<file path="src/rtl/seg7_pkg.sv">
// Shared types and segment patterns for the multiplexed BCD display.
// Patterns are active-low {dp,g,f,e,d,c,b,a} with dp held off.
package seg7_pkg;

  typedef logic [3:0] bcd_t;

  localparam logic [7:0] SEG_BLANK = 8'hFF;

  localparam logic [7:0] SEG_DIGIT [0:9] = '{
    8'hC0, 8'hF9, 8'hA4, 8'hB0, 8'h99,
    8'h92, 8'h82, 8'hF8, 8'h80, 8'h90
  };

endpackage

</file>
<file path="src/rtl/seg7_decode.sv">
// Combinational BCD digit to active-low 7-segment pattern; non-BCD codes go dark.
module seg7_decode
  import seg7_pkg::*;
(
  input  bcd_t       bcd,
  output logic [7:0] seg
);

  // Pattern lookup
  always_comb begin
    case (bcd)
      4'd0:    seg = SEG_DIGIT[0];
      4'd1:    seg = SEG_DIGIT[1];
      4'd2:    seg = SEG_DIGIT[2];
      4'd3:    seg = SEG_DIGIT[3];
      4'd4:    seg = SEG_DIGIT[4];
      4'd5:    seg = SEG_DIGIT[5];
      4'd6:    seg = SEG_DIGIT[6];
      4'd7:    seg = SEG_DIGIT[7];
      4'd8:    seg = SEG_DIGIT[8];
      4'd9:    seg = SEG_DIGIT[9];
      default: seg = SEG_BLANK;
    endcase
  end

endmodule

</file>
<file path="src/rtl/seg7_bcd_counter_scan.sv">
// N-digit BCD up/down counter with prescaled stepping, driving a scanned
// common-anode 7-segment display with optional leading-zero blanking.
module seg7_bcd_counter_scan
  import seg7_pkg::*;
#(
  parameter int NUM_DIGITS = 4,
  parameter int STEP_DIV   = 16777216,
  parameter int SCAN_DIV   = 50000,
  parameter int BLANK_LZ   = 0
) (
  input  logic                    clk,
  input  logic                    rst,
  input  logic                    run,
  input  logic                    up,
  input  logic                    load,
  input  logic [4*NUM_DIGITS-1:0] load_val,
  output logic [4*NUM_DIGITS-1:0] value,
  output logic                    wrap,
  output logic [7:0]              c,
  output logic [NUM_DIGITS-1:0]   en
);

  localparam int VW     = 4 * NUM_DIGITS;
  localparam int STEP_W = $clog2(STEP_DIV);
  localparam int SCAN_W = $clog2(SCAN_DIV);
  localparam int IDX_W  = (NUM_DIGITS > 1) ? $clog2(NUM_DIGITS) : 1;

  logic [STEP_W-1:0]     step_cnt_r;
  logic [VW-1:0]         value_r;
  logic                  wrap_r;
  logic [SCAN_W-1:0]     scan_cnt_r;
  logic [IDX_W-1:0]      scan_idx_r;
  logic [7:0]            c_r;
  logic [NUM_DIGITS-1:0] en_r;

  logic                  tick_s;
  logic [VW-1:0]         next_value_s;
  logic                  carry_s;
  logic [NUM_DIGITS-1:0] blank_s;
  logic [NUM_DIGITS-1:0] en_next_s;
  bcd_t                  cur_digit_s;
  logic                  cur_blank_s;
  logic [7:0]            seg_s;

  // Ripple +/-1 across all digits; MSB of the result is the wrap-out carry/borrow.
  function automatic logic [VW:0] bcd_step(input logic [VW-1:0] v, input logic dir_up);
    logic [VW-1:0] nv;
    logic          cy;
    bcd_t          d;
    nv = v;
    cy = 1'b1;
    for (int i = 0; i < NUM_DIGITS; i++) begin
      d = v[4*i +: 4];
      if (!cy) begin
        nv[4*i +: 4] = d;
      end else if (dir_up) begin
        if (d == 4'd9) begin
          nv[4*i +: 4] = 4'd0;
        end else begin
          nv[4*i +: 4] = d + 4'd1;
          cy           = 1'b0;
        end
      end else begin
        if (d == 4'd0) begin
          nv[4*i +: 4] = 4'd9;
        end else begin
          nv[4*i +: 4] = d - 4'd1;
          cy           = 1'b0;
        end
      end
    end
    return {cy, nv};
  endfunction

  assign tick_s = (step_cnt_r == STEP_W'(STEP_DIV - 1));

  // Next count value and wrap indication
  always_comb begin
    {carry_s, next_value_s} = bcd_step(value_r, up);
  end

  // Step prescaler; a load restarts the step period
  always_ff @(posedge clk) begin
    if (rst) begin
      step_cnt_r <= {STEP_W{1'b0}};
    end else if (load || tick_s) begin
      step_cnt_r <= {STEP_W{1'b0}};
    end else begin
      step_cnt_r <= step_cnt_r + STEP_W'(1);
    end
  end

  // Counter: load beats a step, run gates stepping only
  always_ff @(posedge clk) begin
    if (rst) begin
      value_r <= {VW{1'b0}};
      wrap_r  <= 1'b0;
    end else if (load) begin
      value_r <= load_val;
      wrap_r  <= 1'b0;
    end else if (tick_s && run) begin
      value_r <= next_value_s;
      wrap_r  <= carry_s;
    end else begin
      wrap_r  <= 1'b0;
    end
  end

  // Scan prescaler and digit index
  always_ff @(posedge clk) begin
    if (rst) begin
      scan_cnt_r <= {SCAN_W{1'b0}};
      scan_idx_r <= {IDX_W{1'b0}};
    end else if (scan_cnt_r == SCAN_W'(SCAN_DIV - 1)) begin
      scan_cnt_r <= {SCAN_W{1'b0}};
      if (scan_idx_r == IDX_W'(NUM_DIGITS - 1)) begin
        scan_idx_r <= {IDX_W{1'b0}};
      end else begin
        scan_idx_r <= scan_idx_r + IDX_W'(1);
      end
    end else begin
      scan_cnt_r <= scan_cnt_r + SCAN_W'(1);
    end
  end

  // Leading-zero mask: a digit blanks when it and every higher digit are zero
  always_comb begin
    logic zero_above;
    zero_above = 1'b1;
    blank_s    = {NUM_DIGITS{1'b0}};
    for (int i = NUM_DIGITS - 1; i >= 0; i--) begin
      zero_above = zero_above & (value_r[4*i +: 4] == 4'd0);
      if ((BLANK_LZ != 0) && (i > 0)) begin
        blank_s[i] = zero_above;
      end else begin
        blank_s[i] = 1'b0;
      end
    end
  end

  // Select the digit under the current scan slot
  always_comb begin
    cur_digit_s = value_r[3:0];
    cur_blank_s = 1'b0;
    en_next_s   = {NUM_DIGITS{1'b1}};
    for (int i = 0; i < NUM_DIGITS; i++) begin
      if (scan_idx_r == IDX_W'(i)) begin
        cur_digit_s  = value_r[4*i +: 4];
        cur_blank_s  = blank_s[i];
        en_next_s[i] = 1'b0;
      end else begin
        en_next_s[i] = 1'b1;
      end
    end
  end

  seg7_decode u_decode (
    .bcd (cur_digit_s),
    .seg (seg_s)
  );

  // Segments and anodes share one register stage so they always switch together
  always_ff @(posedge clk) begin
    if (rst) begin
      c_r  <= SEG_BLANK;
      en_r <= {NUM_DIGITS{1'b1}};
    end else begin
      c_r  <= cur_blank_s ? SEG_BLANK : seg_s;
      en_r <= en_next_s;
    end
  end

  assign value = value_r;
  assign wrap  = wrap_r;
  assign c     = c_r;
  assign en    = en_r;

endmodule

</file>
<file path="config.mk">
export PLATFORM = sky130hd
export DESIGN_NAME = seg7_bcd_counter_scan
export DESIGN_NICKNAME = d
export VERILOG_FILES = /design/src/rtl/seg7_pkg.sv /design/src/rtl/seg7_decode.sv /design/src/rtl/seg7_bcd_counter_scan.sv
export SDC_FILE = /design/constraint.sdc
export NUM_CORES = 1
export LEC_CHECK = 0
export ABC_AREA = 1
export ABC_CLOCK_PERIOD_IN_PS = 5120
export CORE_MARGIN = 1.5
export CORE_UTILIZATION = 35
export CTS_BUF_LIST = sky130_fd_sc_hd__clkbuf_4 sky130_fd_sc_hd__clkbuf_8
export DETAILED_ROUTE_END_ITERATION = 10
export HOLD_SLACK_MARGIN = 0.1
export PLACE_DENSITY = 0.54
export SETUP_SLACK_MARGIN = 0.02
export SLEW_MARGIN = 25
export SYNTH_ARGS = -nofsm -noshare
export SYNTH_HDL_FRONTEND = slang
export SYNTH_SLANG_ARGS = --single-unit
</file>
<file path="constraint.sdc">
create_clock -name clk -period 5.12 [get_ports clk]
set_input_delay 1.024 -clock clk [delete_from_list [all_inputs] [get_ports clk]]
set_output_delay 1.024 -clock clk [all_outputs]
set_load 0.03 [all_outputs]
</file>
==> flow_summary.yaml <==
outcome:
  status: "completed"
worst_hold_path:
  holdPathEnd: "scan_cnt_r[0]$_SDFF_PP0_"
  min_path_type: "register to register"
  hold_start: "scan_cnt_r[0]$_SDFF_PP0_"
  hold_depth: 1
global_route:
  grt_max_degree: 25
  grt_pass1_vias: 3598
  grt_pass1_wl_um: 16300
  track_usage_pct: 17.3
  antenna_found_initial: 0
  grt_overflow: 0
die:
  core_mm2: 0.0110
  dieArea_mm2: 0.0121
  pin_count: 50
  die_x_um: 110
  start_util_pct: 36.5
  die_y_um: 110
  rows: 38
detailed_routing:
  post-route-drc-count: 0
  vias_per_cell: 4.79
  drt_iter0_drc: 185
  ant_nets: 0
  vias: 3827
  first_pass_iters: 5
  wl_um: 9600
  wl_per_cell_um: 12.0
layout:
  syn2layout_area_growth_pct: 18.1
  diodes: 0
  nNetsFinal: 682
  drive_gt1_share_pct: 7.44
  final_area_mm2: 0.00474
clock_network:
  clock_sinks: 70
  path_clk_slew_ps: 70
  ctsResizeCount: 0
  cts_max_level: 3
  clockBufferDepth: 2
  holdBufCountCts: 0
  numCtsBuffers: 9
  root_buffer: "clkbuf_8"
  tritoncts: "yes"
  clkLatencyLatePin_ps: 360
  postCtsSetupBuffers: 0
setup_path:
  crit_path_end_kind: "register"
  cp-start-kind: "input port"
  cp_max_fo: 19
  rrSetupSlack_ps: 3180
  crit_family: "buffers and inverters"
  rr_startpoint: "step_cnt_r[0]$_SDFF_PP0_"
  cpPeakStageDelay_ps: 1000
  path_buf_inv: 2
  critPathKind: "input port to register"
  cp_slowest_cell: "clkdlybuf4s50_1"
  reg2reg_to: "step_cnt_r[21]$_SDFF_PP0_"
  crit_chain: "clkdlybuf4s50_1, inv_2, nand3_1, nand2_2, o21ai_0, nor2_1"
  critPathArrivalTime_ps: 3060
  reg2reg_depth: 9
  cp_data_required_time_ps: 5370
logic_synthesis:
  synth_warnings: 0
  ys_top_cells_by_area: "dfxtp_1 35%, nand2_1 17%, nor2_1 7.4%"
  netlist_top_cells_count: "182 x nand2_1, 79 x nor2_1, 70 x dfxtp_1, 56 x inv_1, 47 x nand3_1"
  ys_types: 41
  syn_nets: 639
  syn_avg_cell_area_um2: 6.55
  synthFlopType: "dfxtp_1"
  yosysSeqAreaShare_pct: 34.9
  synth_most_common_cell: "nand2_1"
  syn-cell-area_mm2: 0.00401
  postSynthCellCount: 612
  ys_ff_latch: 70
  synth_edf_count: 0
  yosys.area.top_type: "dfxtp_1"
  synth_top_cell_area_share_pct: 34.9
  synthArstFlopShare_pct: 0
pwr:
  p_clk_share_pct: 33.4
  cellPowerDensity_mw_per_mm2: 255
  pwr-share-seq_pct: 48.6
  ir_drop_mv: 0.180
  p_leak_uw: 0.00193
  share_comb_of_total_power_pct: 18.1
  p_int_uw: 838
  p_switching_uw: 369
  sw_frac_of_total_pct: 30.6
timing:
  drv_slew: 0
  hold_viol: 0
  setup_viol_count_final: 0
  post-route-period-util_pct: 54.9
  slew_headroom_pct: 45.3
  final.setup.tns_ps: 0
  period_needed_ps: 2810
  fin_skew_ps: 7.80
  rsz0062_at_grt: "no"
  fmax_ghz: 0.356
  worst_pin_slew_ps: 818
placement:
  globalplace.congestion: 0.850
  io_buffers: 48
  post-dp-hpwl_um: 7160
  post_dp_cell_area_mm2: 0.00457
run:
  cap_violations: 0
per-layer routing:
| metal | vias to the layer above | routed length (um) | share of wire (%) | GRT usage (%) |
|---|---|---|---|---|
| met2 | 79 | 4240 | 44 | 27.5 |
| met3 | 13 | 519 | 5.4 | 4.59 |
| met1 | 1689 | 4680 | 49 | 22.7 |
| met4 | 0 | 159 | 1.7 | 6.12 |
| met5 | - | 0 | 0 | 0 |
| li1 | 2046 | - | - | - |
cells by family after synthesis:
kind of cell,count (synthesis),share of synthesized area (%)
compound gates,76,10.4
buf+inv,77,8.30
fa+ha+maj,6,1.87
mux,1,0.250
flops,70,34.9
other cells,1,0.0935
xor+xnor,12,2.62
simple gates,369,41.6
layout make-up:
class | count | area, um2
inverter | 60 | 225
clock inverter | 4 | 23.8
sequential | 70 | 1400
multi-input combinational | 465 | 2280
clock buffer | 11 | 145
timing repair buffer | 49 | 488
fill | 1157 | 6250
tap | 140 | 175
per-stage QoR:
| step | hold WS [ps] | power (uW) | cells | setup slack [ps] | utilization (%) |
|---|---|---|---|---|---|
| 3_3_place_gp | 428 | 817 | 784 | 1930 | 41.6 |
| 4_1_cts | 457 | 1230 | 799 | 2260 | 43.1 |
| 6_report | 452 | 1210 | 799 | 2310 | 43.1 |
| 5_1_grt | 476 | 1280 | 799 | 2020 | 43.1 |
| 2_1_floorplan | 418 | 743 | 612 | 3130 | - |
| 3_5_place_dp | 444 | 817 | 784 | 1880 | 41.6 |
worst max path at each step:
stage | depth (start not counted) | to | start
final | 6 | value[6]$_SDFFE_PP0P_ | load
after global routing | 10 | value[12]$_SDFFE_PP0P_ | up
after CTS | 6 | value[5]$_SDFFE_PP0P_ | load
after detailed placement | 6 | value[5]$_SDFFE_PP0P_ | load
after global placement | 6 | value[5]$_SDFFE_PP0P_ | load
after floorplan | 9 | value[12]$_SDFFE_PP0P_ | up
cells in the final DEF, fill, tap and decap left out, types with 6 or more instances in the layout:
| master | instances |
|---|---|
| a21oi_1 | 33 |
| nand4_1 | 10 |
| xnor2_1 | 7 |
| inv_1 | 56 |
| nor3_1 | 13 |
| nand2_1 | 182 |
| nand2_2 | 6 |
| nor3b_1 | 6 |
| dfxtp_1 | 70 |
| clkbuf_8 | 10 |
| o21ai_0 | 29 |
| clkdlybuf4s50_1 | 48 |
| nand3_1 | 47 |
| ha_1 | 6 |
| nor2_1 | 79 |
power by group through the flow:
stage	Clock, uW	Sequential (uW)	Combinational (uW)
final	402	586	218
after global routing	443	590	245
after CTS	424	587	219
after floorplan	0	623	120
after global placement	0	599	218
after detailed placement	0	600	218
state kept, by name, summed over array words and instances (netlist names):
signal,cells
scan_cnt_r,16
step_cnt_r,24
scan_idx_r,2
wrap,1
value,16
en,4
c,7
Power figures use the tool's default switching activity.
